===== src/rtl/fifo_pkg.sv =====
// Shared constants and helpers for the synchronous staging FIFO.
// Output-mode selectors and a constant-foldable ceil(log2) helper.
package fifo_pkg;

    localparam int FIFO_MODE_STD  = 0;
    localparam int FIFO_MODE_FWFT = 1;

    function automatic int clog2(input int value);
        int r;
        r = 0;
        while ((1 << r) < value) begin
            r = r + 1;
        end
        return r;
    endfunction

endpackage


===== src/rtl/fifo_ptr_wrap.sv =====
// Modulo-DEPTH pointer for the staging FIFO.
// Wraps explicitly at DEPTH-1 so non-power-of-two depths work.
module fifo_ptr_wrap
    import fifo_pkg::*;
#(
    parameter int DEPTH = 16,
    parameter int PTR_W = clog2(DEPTH)
) (
    input  logic             clk,
    input  logic             rst_n,
    input  logic             clr,
    input  logic             inc,
    output logic [PTR_W-1:0] ptr
);

    localparam logic [PTR_W-1:0] LAST = PTR_W'(DEPTH - 1);

    logic [PTR_W-1:0] ptr_q;
    logic [PTR_W-1:0] ptr_d;

    always_comb begin
        ptr_d = ptr_q;
        if (clr) begin
            ptr_d = '0;
        end else if (inc) begin
            ptr_d = (ptr_q == LAST) ? '0 : ptr_q + PTR_W'(1);
        end
    end

    // rst_n is active-high despite its name
    always_ff @(posedge clk or posedge rst_n) begin
        if (rst_n) begin
            ptr_q <= '0;
        end else begin
            ptr_q <= ptr_d;
        end
    end

    assign ptr = ptr_q;

endmodule


===== src/rtl/sync_fifo_v2.sv =====
// Single-clock staging FIFO: any depth, std or FWFT output,
// programmable almost flags, flush and sticky error flags.
module sync_fifo_v2
    import fifo_pkg::*;
#(
    parameter int DATA_WIDTH = 64,
    parameter int DEPTH      = 16,
    parameter int CNT_W      = clog2(DEPTH + 1),
    parameter int PTR_W      = clog2(DEPTH),
    parameter int FWFT       = FIFO_MODE_STD,
    parameter int AF_THRESH  = DEPTH - 2,
    parameter int AE_THRESH  = 2
) (
    input  logic                  clk,
    input  logic                  rst_n,
    input  logic                  flush,
    input  logic                  clr_err,
    input  logic                  push,
    input  logic [DATA_WIDTH-1:0] data_in,
    input  logic                  pop,
    output logic [DATA_WIDTH-1:0] data_out,
    output logic                  empty,
    output logic                  full,
    output logic                  almost_empty,
    output logic                  almost_full,
    output logic [CNT_W-1:0]      fifo_count,
    output logic                  overflow,
    output logic                  underflow
);

    logic [DATA_WIDTH-1:0] mem_q [DEPTH];
    logic [DATA_WIDTH-1:0] dout_q;
    logic [CNT_W-1:0]      cnt_q;
    logic [CNT_W-1:0]      cnt_d;
    logic                  ovf_q;
    logic                  unf_q;
    logic [PTR_W-1:0]      wr_ptr;
    logic [PTR_W-1:0]      rd_ptr;
    logic                  push_ok;
    logic                  pop_ok;
    logic                  ovf_set;
    logic                  unf_set;

    assign empty        = (cnt_q == '0);
    assign full         = (cnt_q == CNT_W'(DEPTH));
    assign almost_empty = (cnt_q <= CNT_W'(AE_THRESH));
    assign almost_full  = (cnt_q >= CNT_W'(AF_THRESH));
    assign fifo_count   = cnt_q;
    assign overflow     = ovf_q;
    assign underflow    = unf_q;

    // A pop in the same cycle frees the slot, so push at full is legal then
    assign push_ok = push & ~flush & (~full | pop);
    assign pop_ok  = pop & ~flush & ~empty;
    assign ovf_set = push & ~flush & full & ~pop;
    assign unf_set = pop & ~flush & empty & ~push;

    always_comb begin
        cnt_d = cnt_q;
        if (flush) begin
            cnt_d = '0;
        end else if (push_ok && !pop_ok) begin
            cnt_d = cnt_q + CNT_W'(1);
        end else if (pop_ok && !push_ok) begin
            cnt_d = cnt_q - CNT_W'(1);
        end
    end

    fifo_ptr_wrap #(
        .DEPTH (DEPTH),
        .PTR_W (PTR_W)
    ) u_wr_ptr (
        .clk   (clk),
        .rst_n (rst_n),
        .clr   (flush),
        .inc   (push_ok),
        .ptr   (wr_ptr)
    );

    fifo_ptr_wrap #(
        .DEPTH (DEPTH),
        .PTR_W (PTR_W)
    ) u_rd_ptr (
        .clk   (clk),
        .rst_n (rst_n),
        .clr   (flush),
        .inc   (pop_ok),
        .ptr   (rd_ptr)
    );

    always_ff @(posedge clk) begin
        if (push_ok) begin
            mem_q[wr_ptr] <= data_in;
        end
    end

    always_ff @(posedge clk or posedge rst_n) begin
        if (rst_n) begin
            cnt_q  <= '0;
            dout_q <= '0;
            ovf_q  <= 1'b0;
            unf_q  <= 1'b0;
        end else begin
            cnt_q <= cnt_d;
            if (pop_ok) begin
                dout_q <= mem_q[rd_ptr];
            end
            ovf_q <= (ovf_q & ~clr_err) | ovf_set;
            unf_q <= (unf_q & ~clr_err) | unf_set;
        end
    end

    // FWFT shows the head word; when empty both modes show the last pop
    assign data_out = ((FWFT != FIFO_MODE_STD) && !empty) ?
                      mem_q[rd_ptr] : dout_q;

endmodule


===== config.mk =====
export PLATFORM = sky130hd
export DESIGN_NAME = sync_fifo_v2
export DESIGN_NICKNAME = d
export VERILOG_FILES = /design/src/rtl/fifo_pkg.sv /design/src/rtl/fifo_ptr_wrap.sv /design/src/rtl/sync_fifo_v2.sv
export SDC_FILE = /design/constraint.sdc
export NUM_CORES = 1
export LEC_CHECK = 0
export CAP_MARGIN = 40
export CORE_ASPECT_RATIO = 0.5
export CORE_MARGIN = 1
export CORE_UTILIZATION = 40
export DETAILED_ROUTE_END_ITERATION = 16
export PLACE_DENSITY = 0.66
export SLEW_MARGIN = 20
export SYNTH_ARGS = -nofsm -noshare
export SYNTH_HDL_FRONTEND = slang
export SYNTH_SLANG_ARGS = --single-unit

===== constraint.sdc =====
create_clock -name clk -period 14.2 [get_ports clk]
set_input_delay 3.55 -clock clk [delete_from_list [all_inputs] [get_ports clk]]
set_output_delay 3.55 -clock clk [all_outputs]
set_load 0.02 [all_outputs]

==> metrics <==
final wirelength=87790 um; Netlist Area Pre-Place=0.04214 mm^2; Post-Syn Nets=1897; Setup TNS=0 ps; Startpoint Class=input pin; Seq/Total Area, Yosys=77.66%; dpl ws=7093 ps; layout net count=2098; DP Cell Count=3318; Row Count=83; GPL Wtd Cong=0.7351; hold-fix buffers at CTS=0; hold_ws=500.8 ps; Fin. Hold Viols=0; Worst Slack Setup Final=7832 ps; status=completed; kind of critical path=input pin to flop; Slew Limit Headroom=35.50%; vias=19060; Post-synth EDFFs=1024; Max stage delay on crit path=600 ps; crit path DAT=6700 ps; clock buffer depth=3; clock skew=17.78 ps; final non-filler cell total=3509; DRT antenna net count=0; die area=0.1067 mm^2; first-pass GRT wire length=130700 um; Post-Syn Area per Cell=23.19 um^2; leakage power=14.92 nW; flops & latches, synth=1103; drt wl/cell=25.02 um; DRT iter0 DRCs=1904; DR pass1 iterations=5; most frequent cell after synthesis=edfxtp_1; Chip Height=231.5 um; Final Max Slew Viols=0; YS warnings=0; Slowest-stage cell, CP=clkdlybuf4s50_1; HPWL Detailed=49310 um; clock sink total=1103; Area contributors post-synth=edfxtp_1 73%, mux4_2 14%, dfrtp_1 4.7%, mux2i_1 3.0%, a221oi_2 2.1%; Setup Buffers After CTS=0; CTS Root Cell=clkbuf_16; Synth-to-Final Area Change=16.13%; CP cell instances=clkdlybuf4s50_1 -> nand2b_1 -> a31oi_4 -> nand2_1 -> nor2_4 -> buf_4 -> buf_12; Syn Inst Count=1817; VDD IR max=0.1111 mV; Tmin final=6368 ps; total power=7.956 mW; clk slew on worst S/H paths=60 ps; TritonCTS Buffers=100; Placed Area=0.04574 mm^2; cell taking the most area after synthesis=edfxtp_1; Die Span X=461.0 um; commonest cells in the synthesized netlist=1024 x edfxtp_1, 256 x mux4_2, 128 x mux2i_1; final worst-path cycle share=44.84%; Design Area, Final=0.04894 mm^2; Util after Layout=47.27%; Initial Util=40.70%; Fillers=8327; Worst setup EP type=flop; Max Clock Freq=157.0 MHz; CTS HTree Levels=3; initial antenna violation count=0; post-CTS resize count=0; io pins=145; PD cells=162.6 mW/mm^2; Port Buffers=144; Synth Flop Type=edfxtp_1; Skew-Pair Late Insertion Delay=660 ps; Tightest Pin Transition=967.5 ps; core area=0.1035 mm^2; largest net degree at the start of global routing=137; vias in the first global route=19980; via-per-instance ratio=5.432; GRT Util Overall=16.57%; Async SR Flop Fraction=7.162%; number of max-cap violations=0; Synth top area share=72.96%; DR DRC count=0; worst endpoint required time=14530 ps; worst hold path type=flop to flop; TritonCTS clock tree=built; total gr overflow=0; Worst Path Max Fanout=27; r2r setup slk=10140 ps; share of layout cells above drive strength 1=25.88%; final setup vio count=0; synth unique cells=45; unrepaired setup endpoints after global routing=false
[flip-flops by register name, indices dropped and copies added (netlist names)]
signal and flops:
fifo_count 5, data_out 64, underflow 1, mem_q 1024, u_rd_ptr.ptr 4, overflow 1, u_wr_ptr.ptr 4
[layer usage]
metal / vias up / global-route usage, % / share of wire [%]
met5: - / 0 / 0
met4: 0 / 3.510 / 1.6
met3: 108 / 2.879 / 5.2
met2: 486 / 27.38 / 50
met1: 10350 / 23.14 / 43
li1: 8117 / - / -
[kinds of logic after synthesis]
family | after synthesis | share of synthesized area [%]
buffers and inverters | 105 | 1.214
DFF | 1103 | 77.66
and+or+nand+nor | 120 | 1.277
muxes | 385 | 16.75
adders and majority gates | 10 | 0.3147
xor gates and xnor gates | 5 | 0.1039
AOI/OAI and AO/OA | 89 | 2.687
[final timing paths]
check                                       startpoint                          end  cells after the start
min in group asynchronous                        rst_n     data_out[51]$_DFFE_PP0P_                      2
hold reg to reg                    underflow$_DFF_PP0_          underflow$_DFF_PP0_                      2
hold / removal                     underflow$_DFF_PP0_          underflow$_DFF_PP0_                      2
setup / recovery                                 flush       mem_q[15][1]$_DFFE_PP_                      7
max in group asynchronous                        rst_n  u_rd_ptr.ptr[1]$_DFFE_PP0P_                      4
setup reg to reg           u_rd_ptr.ptr[0]$_DFFE_PP0P_     data_out[24]$_DFFE_PP0P_                      6
[worst max-delay path, delay by kind of cell]
family | cells | cell delay, ps
simple gates | 3 | 1230
compound gates | 1 | 460
buf+inv | 3 | 1380
[layout by cell type, fill, tap and decap left out, types with 3 or more instances in the layout]
cell type and n:
nor2_4 13, a22o_1 3, nand2b_1 6, clkbuf_1 35
xor2_1 5, clkinv_2 15, mux4_2 256, mux2i_1 128
nand2_1 14, nor2_1 69, clkbuf_8 10, dfrtp_1 76
inv_6 6, buf_12 15, buf_16 8, a221oi_2 60
a21oi_1 6, ha_1 9, nand3_1 3, a21o_1 3
nor3_2 4, clkinv_1 10, dfrtp_4 3, buf_4 31
clkbuf_16 103, clkinvlp_4 5, bufinv_16 4, a221oi_1 4
clkdlybuf4s50_1 144, inv_1 5, edfxtp_1 1024
[area by class of cell]
type / count / area (um^2) / share of cell area [%]
Clock inverter: 42 / 355.3 / 0.7261
Tap cell: 1402 / 1754 / 3.584
Timing Repair Buffer: 198 / 2195 / 4.484
Multi-Input combinational cell: 609 / 9025 / 18.44
Clock buffer: 148 / 2846 / 5.816
Sequential cell: 1103 / 32740 / 66.89
Antenna cell: 1 / 2.502 / 0.005113
Inverter: 6 / 25.02 / 0.05113
[where the power goes]
part           total [mW]  internal, mW  leakage, nW  switching [mW]
combinational        1.51         0.757         3.24           0.756
sequential           3.81          3.68         10.1           0.135
clock                2.63          1.47         1.56            1.16
total                7.96          5.90         14.9            2.05
(Power assumes the default switching activity.)
